[src/rtl/pdp8l_memcyc_pkg.sv]
// pdp8l_memcyc_pkg: shared types and constants for the memory-cycle
// initiator (state encoding, ident word, ARM register indices).
package pdp8l_memcyc_pkg;

   typedef enum logic [3:0] {
      IDLE   = 4'd0,
      START  = 4'd1,
      WAITRD = 4'd2,
      WAITRH = 4'd3,
      WAITMW = 4'd4,
      WAITMH = 4'd5
   } state_t;

   localparam logic [31:0] MEMCYC_IDENT = 32'h4D491001;

   localparam logic [1:0] REG_IDENT = 2'd0;
   localparam logic [1:0] REG_CYCLE = 2'd1;
   localparam logic [1:0] REG_STATE = 2'd2;
   localparam logic [1:0] REG_COUNT = 2'd3;

endpackage

[src/rtl/pdp8l_memcyc_init.sv]
// pdp8l_memcyc_init: ARM-driven initiator for single PDP-8/L memory
// cycles (read-restore or write) against the extended-memory responder.
// Ports: CLOCK/RESET (sync, active-high); ARM bus armwrite, armraddr,
//   armwaddr, armwdata, armrdata; cycle bus memstart, memaddr, memwdat,
//   memrdat, _mrdone, _mwdone, brkfld, _bf_enab, _df_enab, _zf_enab,
//   exefet, jmpjms, _ea.
// Build option MEMCYC_SYNC_EN: adds a 2-flop synchronizer on _mrdone,
//   _mwdone and _ea for a real backplane (needs STARTW >= 3).
module pdp8l_memcyc_init
   import pdp8l_memcyc_pkg::*;
#(
   parameter int STARTW  = 10,
   parameter int TIMEOUT = 255
) (
   input  logic        CLOCK,
   input  logic        RESET,
   input  logic        armwrite,
   input  logic [1:0]  armraddr,
   input  logic [1:0]  armwaddr,
   input  logic [31:0] armwdata,
   output logic [31:0] armrdata,
   output logic        memstart,
   output logic [11:0] memaddr,
   output logic [11:0] memwdat,
   input  logic [11:0] memrdat,
   input  logic        _mrdone,
   input  logic        _mwdone,
   output logic [2:0]  brkfld,
   output logic        _bf_enab,
   output logic        _df_enab,
   output logic        _zf_enab,
   output logic        exefet,
   output logic        jmpjms,
   input  logic        _ea
);

   localparam logic [7:0] START_LAST = 8'(STARTW - 1);
   localparam logic [7:0] TMO_LAST   = 8'(TIMEOUT - 1);

   state_t      state_q, state_d;
   logic [7:0]  cnt_q, cnt_d;
   logic [14:0] addr_q;
   logic [11:0] data_q;
   logic [11:0] rdbuf_q;
   logic [11:0] memwdat_q;
   logic        write_q;
   logic        timeout_q;
   logic        eaerr_q;
   logic [15:0] count_q;
   logic        mrq_q, mwq_q;
   logic        mr_s, mw_s, ea_s;
   logic        busy;
   logic        wr_cyc;
   logic        wait_st;
   logic        ev;
   logic        abort;
   logic        unused_wdata;

   assign unused_wdata = ^armwdata[31:28];

`ifdef MEMCYC_SYNC_EN
   // Backplane strobes are asynchronous; two extra flops settle them.
   localparam logic [7:0] EA_CYC = 8'd2;
   logic [1:0] mr_sy_q, mw_sy_q, ea_sy_q;

   always_ff @(posedge CLOCK) begin
      if (RESET) begin
         mr_sy_q <= 2'b11;
         mw_sy_q <= 2'b11;
         ea_sy_q <= 2'b11;
      end else begin
         mr_sy_q <= {mr_sy_q[0], _mrdone};
         mw_sy_q <= {mw_sy_q[0], _mwdone};
         ea_sy_q <= {ea_sy_q[0], _ea};
      end
   end

   assign mr_s = mr_sy_q[1];
   assign mw_s = mw_sy_q[1];
   assign ea_s = ea_sy_q[1];
`else
   localparam logic [7:0] EA_CYC = 8'd0;
   assign mr_s = _mrdone;
   assign mw_s = _mwdone;
   assign ea_s = _ea;
`endif

   assign busy    = (state_q != IDLE);
   assign wr_cyc  = armwrite && (armwaddr == REG_CYCLE) && !busy;
   assign wait_st = (state_q == WAITRD) || (state_q == WAITRH) ||
                    (state_q == WAITMW) || (state_q == WAITMH);

   // Strobe condition that lets the current wait state advance.
   always_comb begin
      ev = 1'b0;
      unique case (1'b1)
         (state_q == WAITRD): ev = !mrq_q;
         (state_q == WAITRH): ev =  mrq_q;
         (state_q == WAITMW): ev = !mwq_q;
         (state_q == WAITMH): ev =  mwq_q;
         default:             ev = 1'b0;
      endcase
   end

   assign abort = wait_st && !ev && (cnt_q == TMO_LAST);

   // State register
   always_ff @(posedge CLOCK) begin
      if (RESET) begin
         state_q <= IDLE;
         cnt_q   <= 8'd0;
      end else begin
         state_q <= state_d;
         cnt_q   <= cnt_d;
      end
   end

   // Next state
   always_comb begin
      state_d = state_q;
      unique case (state_q)
         IDLE:    if (wr_cyc) state_d = START;
         START:   if (cnt_q == START_LAST) state_d = WAITRD;
         WAITRD:  if (ev) state_d = WAITRH;
                  else if (abort) state_d = IDLE;
         WAITRH:  if (ev) state_d = WAITMW;
                  else if (abort) state_d = IDLE;
         WAITMW:  if (ev) state_d = WAITMH;
                  else if (abort) state_d = IDLE;
         WAITMH:  if (ev || abort) state_d = IDLE;
         default: state_d = IDLE;
      endcase
   end

   // One counter serves both the start pulse width and the wait timeout:
   // it restarts on every state change.
   always_comb begin
      cnt_d = cnt_q;
      if (state_d != state_q)
         cnt_d = 8'd0;
      else if ((state_q == START) || wait_st)
         cnt_d = cnt_q + 8'd1;
   end

   // Outputs
   always_comb begin
      memstart = (state_q == START);
      _bf_enab = !busy;
      _df_enab = 1'b1;
      _zf_enab = 1'b1;
      exefet   = 1'b0;
      jmpjms   = 1'b0;
   end

   assign memaddr = addr_q[11:0];
   assign brkfld  = addr_q[14:12];
   assign memwdat = memwdat_q;

   // Cycle datapath
   always_ff @(posedge CLOCK) begin
      if (RESET) begin
         addr_q    <= 15'd0;
         data_q    <= 12'd0;
         rdbuf_q   <= 12'd0;
         memwdat_q <= 12'd0;
         write_q   <= 1'b0;
         timeout_q <= 1'b0;
         eaerr_q   <= 1'b0;
         count_q   <= 16'd0;
         mrq_q     <= 1'b1;
         mwq_q     <= 1'b1;
      end else begin
         mrq_q <= mr_s;
         mwq_q <= mw_s;
         if (wr_cyc) begin
            addr_q    <= armwdata[14:0];
            write_q   <= armwdata[15];
            data_q    <= armwdata[27:16];
            timeout_q <= 1'b0;
            eaerr_q   <= 1'b0;
         end
         // _ea high: the address falls in core, not block memory.
         if ((state_q == START) && (cnt_q == EA_CYC) && ea_s)
            eaerr_q <= 1'b1;
         if ((state_q == WAITRD) && ev) begin
            rdbuf_q   <= memrdat;
            memwdat_q <= write_q ? data_q : memrdat;
         end
         if ((state_q == WAITMH) && ev) begin
            if (!write_q)
               data_q <= rdbuf_q;
            count_q <= count_q + 16'd1;
         end
         if (abort)
            timeout_q <= 1'b1;
      end
   end

   // ARM read mux
   always_comb begin
      armrdata = 32'd0;
      unique case (armraddr)
         REG_IDENT: armrdata = MEMCYC_IDENT;
         REG_CYCLE: armrdata = {busy, timeout_q, eaerr_q, 1'b0,
                                data_q, write_q, addr_q};
         REG_STATE: armrdata = {20'd0, state_q, 8'd0};
         REG_COUNT: armrdata = {16'd0, count_q};
         default:   armrdata = 32'd0;
      endcase
   end

endmodule

[config.mk]
export PLATFORM = sky130hd
export DESIGN_NAME = pdp8l_memcyc_init
export DESIGN_NICKNAME = d
export VERILOG_FILES = /design/src/rtl/pdp8l_memcyc_pkg.sv /design/src/rtl/pdp8l_memcyc_init.sv
export SDC_FILE = /design/constraint.sdc
export NUM_CORES = 1
export LEC_CHECK = 0
export BUFFER_PORTS_ARGS = -buffer_cell sky130_fd_sc_hd__buf_2
export CAP_MARGIN = 20
export CELL_PAD_IN_SITES_DETAIL_PLACEMENT = 0
export CELL_PAD_IN_SITES_GLOBAL_PLACEMENT = 2
export CORE_ASPECT_RATIO = 1.2
export CORE_MARGIN = 3
export CORE_UTILIZATION = 32
export DETAILED_ROUTE_END_ITERATION = 10
export GPL_ROUTABILITY_DRIVEN = 0
export PLACE_DENSITY_LB_ADDON = 0.12
export SLEW_MARGIN = 20
export SYNTH_ARGS = -nofsm -noshare
export SYNTH_HDL_FRONTEND = slang
export SYNTH_SLANG_ARGS = --single-unit
[constraint.sdc]
create_clock -name CLOCK -period 2.7 [get_ports CLOCK]
set_input_delay 0.54 -clock CLOCK [delete_from_list [all_inputs] [get_ports CLOCK]]
set_output_delay 0.54 -clock CLOCK [all_outputs]
set_load 0.02 [all_outputs]
==> results.toml, run 1 <==
[pwr]
pwr-share-clk = 0.437
switchingPower_w = 0.000654
leakage_nw = 2.02
sw_frac_of_total = 0.251
ir_drop_v = 0.000248
p_int_w = 0.00195
p_total_w = 0.00260
powerDensity_mw_per_mm2 = 510
share_comb_of_total_power = 0.077
power_frac_seq = 0.487

[floorplan]
fp-row-count = 45
start_util = 0.328
dieArea_mm2 = 0.0144
core-area_mm2 = 0.0127
die_x_um = 110
ios = 119
die_height_um = 131

[sta]
timing.fmax_mhz = 430
hold_viol_final = 0
final.min_clock_period_ns = 2.33
max_slew_margin = 0.435
fin_crit_sh = 0.861
finalSetupViolations = 0
skew_ns = 0.00931
maxSlewViolCount = 0
rsz0062_at_grt = "no"
setup_tns_ns = 0
worst_slack_ns = 0.374
worstMarginPinSlew_ns = 0.847

[finish]
multiInputGateArea_mm2 = 0.00226
drive_gt1_frac = 0.245
n_antenna_cell = 0
fillers = 1407
seqCellArea_mm2 = 0.00168
syn2layout_area_growth_pct = 22.4
fin_nets = 666

[clocking]
hold_buffers = 0
clk_path_buf_depth = 2
post-cts-setup-buffers = 0
cts_tree = "done"
cts_root_buf = "clkbuf_16"
cts_sinks = 84
clkLatencyLatePin_ns = 0.34
path_clk_slew_ns = 0.06
htreeDepth = 3
cts-buffers-inserted = 9
ctsResizeCount = 0

[setup_path]
crit_fanout = 17
required_ns = 2.16
cp-end-kind = "output port"
cp_cell_sequence = "nor4b_4, buf_2"
critPathArrivalTime_ns = 1.79
max_stage_delay_ns = 0.79
criticalPathCategory = "flip-flop to output port"
crit_slowest_cell = "dfxtp_1"
start_kind = "flip-flop"

[synth]
synth_edf_count = 0
yosysWarnings = 0
synth-seq-area-share = 0.403
ys_ff_latch = 84
yosysMostFrequentCell = "nand2_1"
synthArstFlopShare = 0
netlist_top_cells_area = "dfxtp_1, nand2_1, mux2i_1"
syn_area_mm2 = 0.00417
ys_types = 53
synth_common_cells = "nand2_1, dfxtp_1, nor2_1, a21oi_1, clkbuf_1"
synthFlopType = "dfxtp_1"
synth.top_cell.area_share = 0.403
syn_inst = 511
yosysTopAreaCell = "dfxtp_1"
synth_area_per_cell_um2 = 8.16

[hold_path]
hold_class = "input port to flip-flop"

[detailed_routing]
num_vias = 3812
first_iter_violations = 152
wl_per_cell_um = 15.6
wl_mm = 12.1
drc = 0
ant_nets = 0
vias_per_cell = 4.91
dr.pass1.iters = 4

[global_routing]
grt_pass1_vias = 3685
gr-total-overflow = 0
grt_max_degree = 38
antenna_found_initial = 0
grt_pass1_wl_mm = 19.2
grt_usage = 0.172

[outcome]
outcome = "finished, final reports clean"

[placed_design]
io_buffers = 109
post-dp-hpwl_mm = 8.60
dp_worst_setup_slack_ns = 0.407

[run]
timing.max_cap.violations = 0
==> state kept, by name, indices dropped and copies added, names as in the netlist <==
name / count
addr_q: 15
cnt_q: 8
count_q: 16
data_q: 12
eaerr_q: 1
memwdat: 12
mrq_q: 1
mwq_q: 1
rdbuf_q: 12
state_q: 4
timeout_q: 1
write_q: 1
==> cells in the final DEF (no fill, tap or decap), drive strengths merged, types with 3 or more instances in the layout <==
master / instances
mux2: 4
nor2: 53
nor4: 13
inv: 16
nor3: 8
nand4: 7
conb: 6
or3: 4
a21oi: 43
buf: 121
xnor2: 15
a211oi: 13
nand2: 91
a22o: 4
dfxtp: 84
ha: 5
a311oi: 12
or2: 3
clkinv: 3
o21ai: 3
nor2b: 15
xor2: 9
and2: 8
nand3: 12
mux2i: 24
clkbuf: 10
==> power groups by stage <==
stage                     clock network [W]  logic, W  registers (W)
final                               0.00114  0.000199        0.00127
after CTS                           0.00119  0.000203        0.00127
after detailed placement                  0  0.000202        0.00129
after floorplan                           0  0.000118        0.00129
after global routing                0.00124  0.000220        0.00127
after global placement                    0  0.000203        0.00129
==> metal layers <==
metal	GRT usage	up-vias	share of wire
met4	0.0391	0	0.0088
met1	0.224	1775	0.47
met5	0	-	0
met3	0.0383	7	0.049
li1	-	1946	-
met2	0.290	84	0.48
==> cell families after synthesis <==
family	share of synthesized area
buffers and inverters	0.0588
other	0.00180
adders and majority gates	0.0174
muxes	0.0684
and+or+nand+nor	0.267
DFF	0.403
xor gates and xnor gates	0.0504
AOI/OAI and AO/OA	0.133
==> worst paths after layout <==
| check | start | to | slack (ns) | cells past startpoint |
|---|---|---|---|---|
| max | state_q[0] | memstart | 0.37 | 2 |
| min | _mwdone | mwq_q | 0.40 | 2 |
| max reg2reg | state_q[0] | data_q[10] | 0.46 | 4 |
| min reg2reg | rdbuf_q[3] | rdbuf_q[3] | 0.46 | 2 |
==> metrics by stage <==
| stage | area, um2 | utilization | hold WS (ns) | std cells |
|---|---|---|---|---|
| 5_1_grt | 5100 | 0.401 | 0.380 | 776 |
| 3_5_place_dp | 4830 | 0.380 | 0.447 | 760 |
| 3_3_place_gp | 4830 | 0.380 | 0.444 | 760 |
| 6_report | 5100 | 0.401 | 0.398 | 776 |
| 4_1_cts | 5100 | 0.401 | 0.378 | 776 |
| 2_1_floorplan | 4180 | - | 0.436 | 515 |
==> critical path: cells and delay by family, from the launching register on <==
family,cells,cell delay (ns)
flops,1,0.79
simple gates,1,0.42
buf+inv,1,0.24
==> area by class of cell <==
class                      instances  share of cell area
sequential                        84               0.330
inverter                          15              0.0110
timing repair buffer             121               0.125
clock buffer                      10              0.0449
tap                              164              0.0402
clock inverter                     6             0.00760
multi-input combinational        376               0.442
No activity file was read; power rests on OpenSTA's default activity.
==> run 2, diff against run 1 <==
--- a/config.mk
+++ b/config.mk
@@ -14,7 +14,7 @@
 export CORE_UTILIZATION = 32
 export DETAILED_ROUTE_END_ITERATION = 10
 export GPL_ROUTABILITY_DRIVEN = 0
-export PLACE_DENSITY_LB_ADDON = 0.12
+export PLACE_DENSITY_LB_ADDON = 0.1
 export SLEW_MARGIN = 20
 export SYNTH_ARGS = -nofsm -noshare
 export SYNTH_HDL_FRONTEND = slang
==> run 2 against run 1 <==
Net effect:
- flip-flop and latch count unchanged
- utilization increased by 0.42 points
- first-iteration DRC count increased by 13%
- setup slack improved by 0.13 ns
==> results.toml, run 2 (synthesis gave the netlist of run 1 again) <==
[detailed_routing]
ant_nets = 0
wl_met2_mm = 5.53
top_layer = "met4"
vias_per_cell = 4.92
first_iter_violations = 172
wl_mm = 12.0
wl_per_cell_um = 15.4
drc = 0
num_vias = 3826
wl_met1_mm = 5.68
dr.pass1.iters = 4
wl_met3_um = 619

[finish]
multiInputGateArea_mm2 = 0.00226
fin_nets = 667
final_common_cell = "buf_2"
largest_reg_flops = 16
largestRegisters = "count_q: 16 flops, addr_q: 15 flops"
fillers = 1345
n_antenna_cell = 0
syn2layout_area_growth_pct = 23.7
largest-register = "count_q"
utilization = 0.405
seqCellArea_mm2 = 0.00168
drive_gt1_frac = 0.246
layout_common_cells = "buf_2, nand2_1, dfxtp_1"

[sta]
finalSetupViolations = 0
skew_ns = 0.00536
fin_crit_sh = 0.813
setup_tns_ns = 0
timing.fmax_mhz = 455
rsz0062_at_grt = "no"
worstMarginPinSlew_ns = 0.882
max_slew_margin = 0.412
maxSlewViolCount = 0
hold_viol_final = 0
final.min_clock_period_ns = 2.20

[outcome]
outcome = "finished, final reports clean"

[global_routing]
antenna_found_initial = 1
grt_usage = 0.170
grt_max_degree = 50
grt_pass1_wl_mm = 19.1
gr-total-overflow = 0
grt_pass1_vias = 3651

[clocking]
clk_path_buf_depth = 2
clkLatencyLatePin_ns = 0.33
ctsResizeCount = 0
cts_tree = "done"
hold_buffers = 0
htreeDepth = 3
path_clk_slew_ns = 0.06
cts_sinks = 84
cts-buffers-inserted = 9
post-cts-setup-buffers = 0
cts_root_buf = "clkbuf_16"

[floorplan]
start_util = 0.328
fp-row-count = 45
dieArea_mm2 = 0.0144
core-area_mm2 = 0.0127
die_height_um = 131
die_x_um = 110
ios = 119

[pwr]
p_int_w = 0.00212
ir_drop_v = 0.000363
pwr-share-clk = 0.468
switchingPower_w = 0.000637
p_total_w = 0.00276
share_comb_of_total_power = 0.073
powerDensity_mw_per_mm2 = 535
sw_frac_of_total = 0.231
power_frac_seq = 0.459
leakage_nw = 2.05

[hold_path]
hold_class = "input port to flip-flop"
hold_depth = 2

[setup_path]
critPathArrivalTime_ns = 1.66
cp_num_buf_inv = 2
cp-end-kind = "output port"
start_kind = "flip-flop"
crit_slowest_cell = "dfxtp_1"
max_stage_delay_ns = 0.52
crit_family = "flip-flops"
required_ns = 2.16
worstRegToRegCells = 5
crit_fanout = 11
path_depth = 3
cp_cell_sequence = "buf_4, nor4b_4, buf_2"
criticalPathCategory = "flip-flop to output port"

[run]
timing.max_cap.violations = 0

[placed_design]
io_buffers = 109
post-dp-hpwl_mm = 8.39
==> run 2: area by class of cell <==
cell class	count	area share
flip-flops and latches	84	0.326
inverters	15	0.0109
well taps	164	0.0398
repair buffers	122	0.125
clock inverters	3	0.00849
clock buffers	13	0.0524
multi-input cells	376	0.438
==> run 2: worst register-to-register path: stages (launching register included) <==
cell and delay (ns):
dfxtp_1 0.69, or3b_1 0.49, o22ai_1 0.32, a211oi_2 0.07, o22ai_2 0.36, nor4_1 0.11
==> run 2: routing by layer <==
layer	track usage	vias up
met2	0.277	104
li1	-	1939
met4	0.0587	0
met5	0	-
met3	0.0241	10
met1	0.230	1773
==> run 2: per-stage QoR <==
stage	hold slack (ns)	instances	setup WS [ns]	cell area, um2
after global placement	0.443	761	0.546	4840
after CTS	0.394	777	0.483	5160
final	0.400	777	0.504	5160
after floorplan	0.436	515	0.340	4180
after detailed placement	0.447	761	0.535	4840
after global routing	0.403	777	0.366	5160
==> run 2: final timing paths <==
kind | to | slack [ns] | start
worst max-delay path | memstart | 0.50 | state_q[0]
worst min-delay path | mrq_q | 0.40 | _mrdone
worst max register to register | cnt_q[3] | 0.53 | state_q[1]
worst min register to register | rdbuf_q[11] | 0.46 | rdbuf_q[11]
==> run 2: power groups by stage <==
stage	logic, W	registers (W)	clock network, W
after floorplan	0.000118	0.00129	0
after global placement	0.000203	0.00129	0
after detailed placement	0.000203	0.00129	0
after CTS	0.000204	0.00127	0.00134
after global routing	0.000222	0.00127	0.00138
final	0.000201	0.00127	0.00129
==> run 3, diff against run 2 <==
--- a/config.mk
+++ b/config.mk
@@ -11,7 +11,7 @@
 export CELL_PAD_IN_SITES_GLOBAL_PLACEMENT = 2
 export CORE_ASPECT_RATIO = 1.2
 export CORE_MARGIN = 3
-export CORE_UTILIZATION = 32
+export CORE_UTILIZATION = 27
 export DETAILED_ROUTE_END_ITERATION = 10
 export GPL_ROUTABILITY_DRIVEN = 0
 export PLACE_DENSITY_LB_ADDON = 0.1
==> constraint.sdc (replaced) <==
create_clock -name CLOCK -period 2 [get_ports CLOCK]
set_input_delay 0.4 -clock CLOCK [delete_from_list [all_inputs] [get_ports CLOCK]]
set_output_delay 0.4 -clock CLOCK [all_outputs]
set_load 0.02 [all_outputs]
==> run 3 against run 2 <==
Net effect:
- clock skew rose by 0.0023 ns
- worst hold slack got worse by 0.16 ns
- combinational power rose by 45%
==> results.toml, run 3 (synthesis gave the netlist of run 1 again) <==
[sta]
setup_tns_ns = 0
hold_viol_final = 0
worst_slack_ns = 0.102
final.min_clock_period_ns = 1.90
fin_crit_sh = 0.949
rsz0062_at_grt = "no"
maxSlewViolCount = 0
finalSetupViolations = 0
skew_ns = 0.00765
timing.fmax_mhz = 527

[detailed_routing]
num_vias = 3880
wl_mm = 12.8
wl_per_cell_um = 15.3
vias_per_cell = 4.64
drc = 0
ant_nets = 0
first_iter_violations = 185
dr.pass1.iters = 4

[global_routing]
grt_pass1_vias = 3919
grt_usage = 0.153
grt_pass1_wl_mm = 20.6
antenna_found_initial = 0
grt_max_degree = 75
gr-total-overflow = 0

[clocking]
clkLatencyLatePin_ns = 0.34
post-cts-setup-buffers = 0
clk_path_buf_depth = 2
cts_sinks = 84
cts-buffers-inserted = 9
cts_tree = "done"
path_clk_slew_ns = 0.06
cts_root_buf = "clkbuf_16"
htreeDepth = 3

[finish]
layout_common_cells = "buf_2, nand2_1, dfxtp_1"
largest_reg_flops = 16
largest-register = "count_q"
drive_gt1_frac = 0.277
multiInputGateArea_mm2 = 0.00226
final_common_cell = "buf_2"
seqCellArea_mm2 = 0.00169
fin_nets = 686
largestRegisters = "count_q: 16 flops, addr_q: 15 flops"
syn2layout_area_growth_pct = 29.4
fillers = 1651
n_antenna_cell = 0

[placed_design]
io_buffers = 109
post-dp-hpwl_mm = 9.08
dp_worst_setup_slack_ns = 0.100

[setup_path]
cp_num_buf_inv = 3
worstRegToRegCells = 7
path_common_cell = "buf_4"
start_kind = "flip-flop"
crit_slowest_cell = "dfxtp_2"
criticalPathCategory = "flip-flop to output port"
crit_family = "buffers and inverters"
critPathArrivalTime_ns = 1.50
path_depth = 4
cp_cell_sequence = "buf_4, nor4b_4, buf_4, buf_2"
crit_fanout = 8
required_ns = 1.60
max_stage_delay_ns = 0.37
cp-end-kind = "output port"

[floorplan]
fp-row-count = 49
core-area_mm2 = 0.0151
ios = 119
dieArea_mm2 = 0.0170
die_x_um = 119
die_height_um = 142
start_util = 0.276

[hold_path]
hold_class = "input port to flip-flop"
hold_depth = 2

[pwr]
p_total_w = 0.00376
powerDensity_mw_per_mm2 = 697
leakage_nw = 2.16
ir_drop_v = 0.000286

[outcome]
outcome = "finished, final reports clean"

[run]
timing.max_cap.violations = 0
## run 3: final timing paths
| path | slack (ns) | from | endpoint |
|---|---|---|---|
| hold / removal | 0.24 | _mrdone | mrq_q |
| setup reg to reg | 0.20 | state_q[3] | state_q[0] |
| setup / recovery | 0.10 | state_q[2] | memstart |
| hold reg to reg | 0.46 | rdbuf_q[9] | rdbuf_q[9] |
## run 3: worst reg2reg max path: stages (launching register included)
cell,delay (ns)
dfxtp_1,0.35
buf_4,0.19
or3b_1,0.37
o22ai_1,0.25
buf_4,0.17
mux2i_1,0.17
nand3_1,0.09
a21oi_1,0.13
## run 3: metrics by stage
stage,util,hold slack (ns),area [um2],cells
6_report,0.358,0.244,5390,836
5_1_grt,0.358,0.244,5390,836
4_1_cts,0.357,0.232,5380,836
3_5_place_dp,0.336,0.448,5070,820
3_3_place_gp,0.336,0.443,5070,820
2_1_floorplan,-,0.436,4180,515
## run 3: cell type report
| cell class | instances | share of cell area |
|---|---|---|
| multi-input cells | 376 | 0.419 |
| clock buffers | 11 | 0.0469 |
| well taps | 204 | 0.0473 |
| flip-flops and latches | 84 | 0.312 |
| clock inverters | 5 | 0.0109 |
| repair buffers | 141 | 0.153 |
| inverters | 15 | 0.0104 |
## run 3: layer usage
layer | routed length, um | up-vias | GRT usage | share of wire
met5 | 0 | - | 0 | 0
met3 | 539 | 14 | 0.0274 | 0.042
met4 | 176 | 0 | 0.0525 | 0.014
li1 | - | 1981 | - | -
met1 | 6020 | 1796 | 0.197 | 0.47
met2 | 6070 | 89 | 0.261 | 0.47
## run 3: where the power goes
group          total (W)  switching [W]  internal, W
registers        0.00171      0.0000168      0.00169
clock network    0.00176       0.000721      0.00104
logic           0.000292       0.000178     0.000114
## run 3: timing repair
| item | 4_1_cts | 5_1_grt |
|---|---|---|
| resized for setup | 0 | 4 |
| hold buffers | 0 | 0 |
| setup endpoints to repair | 0 | 8 |
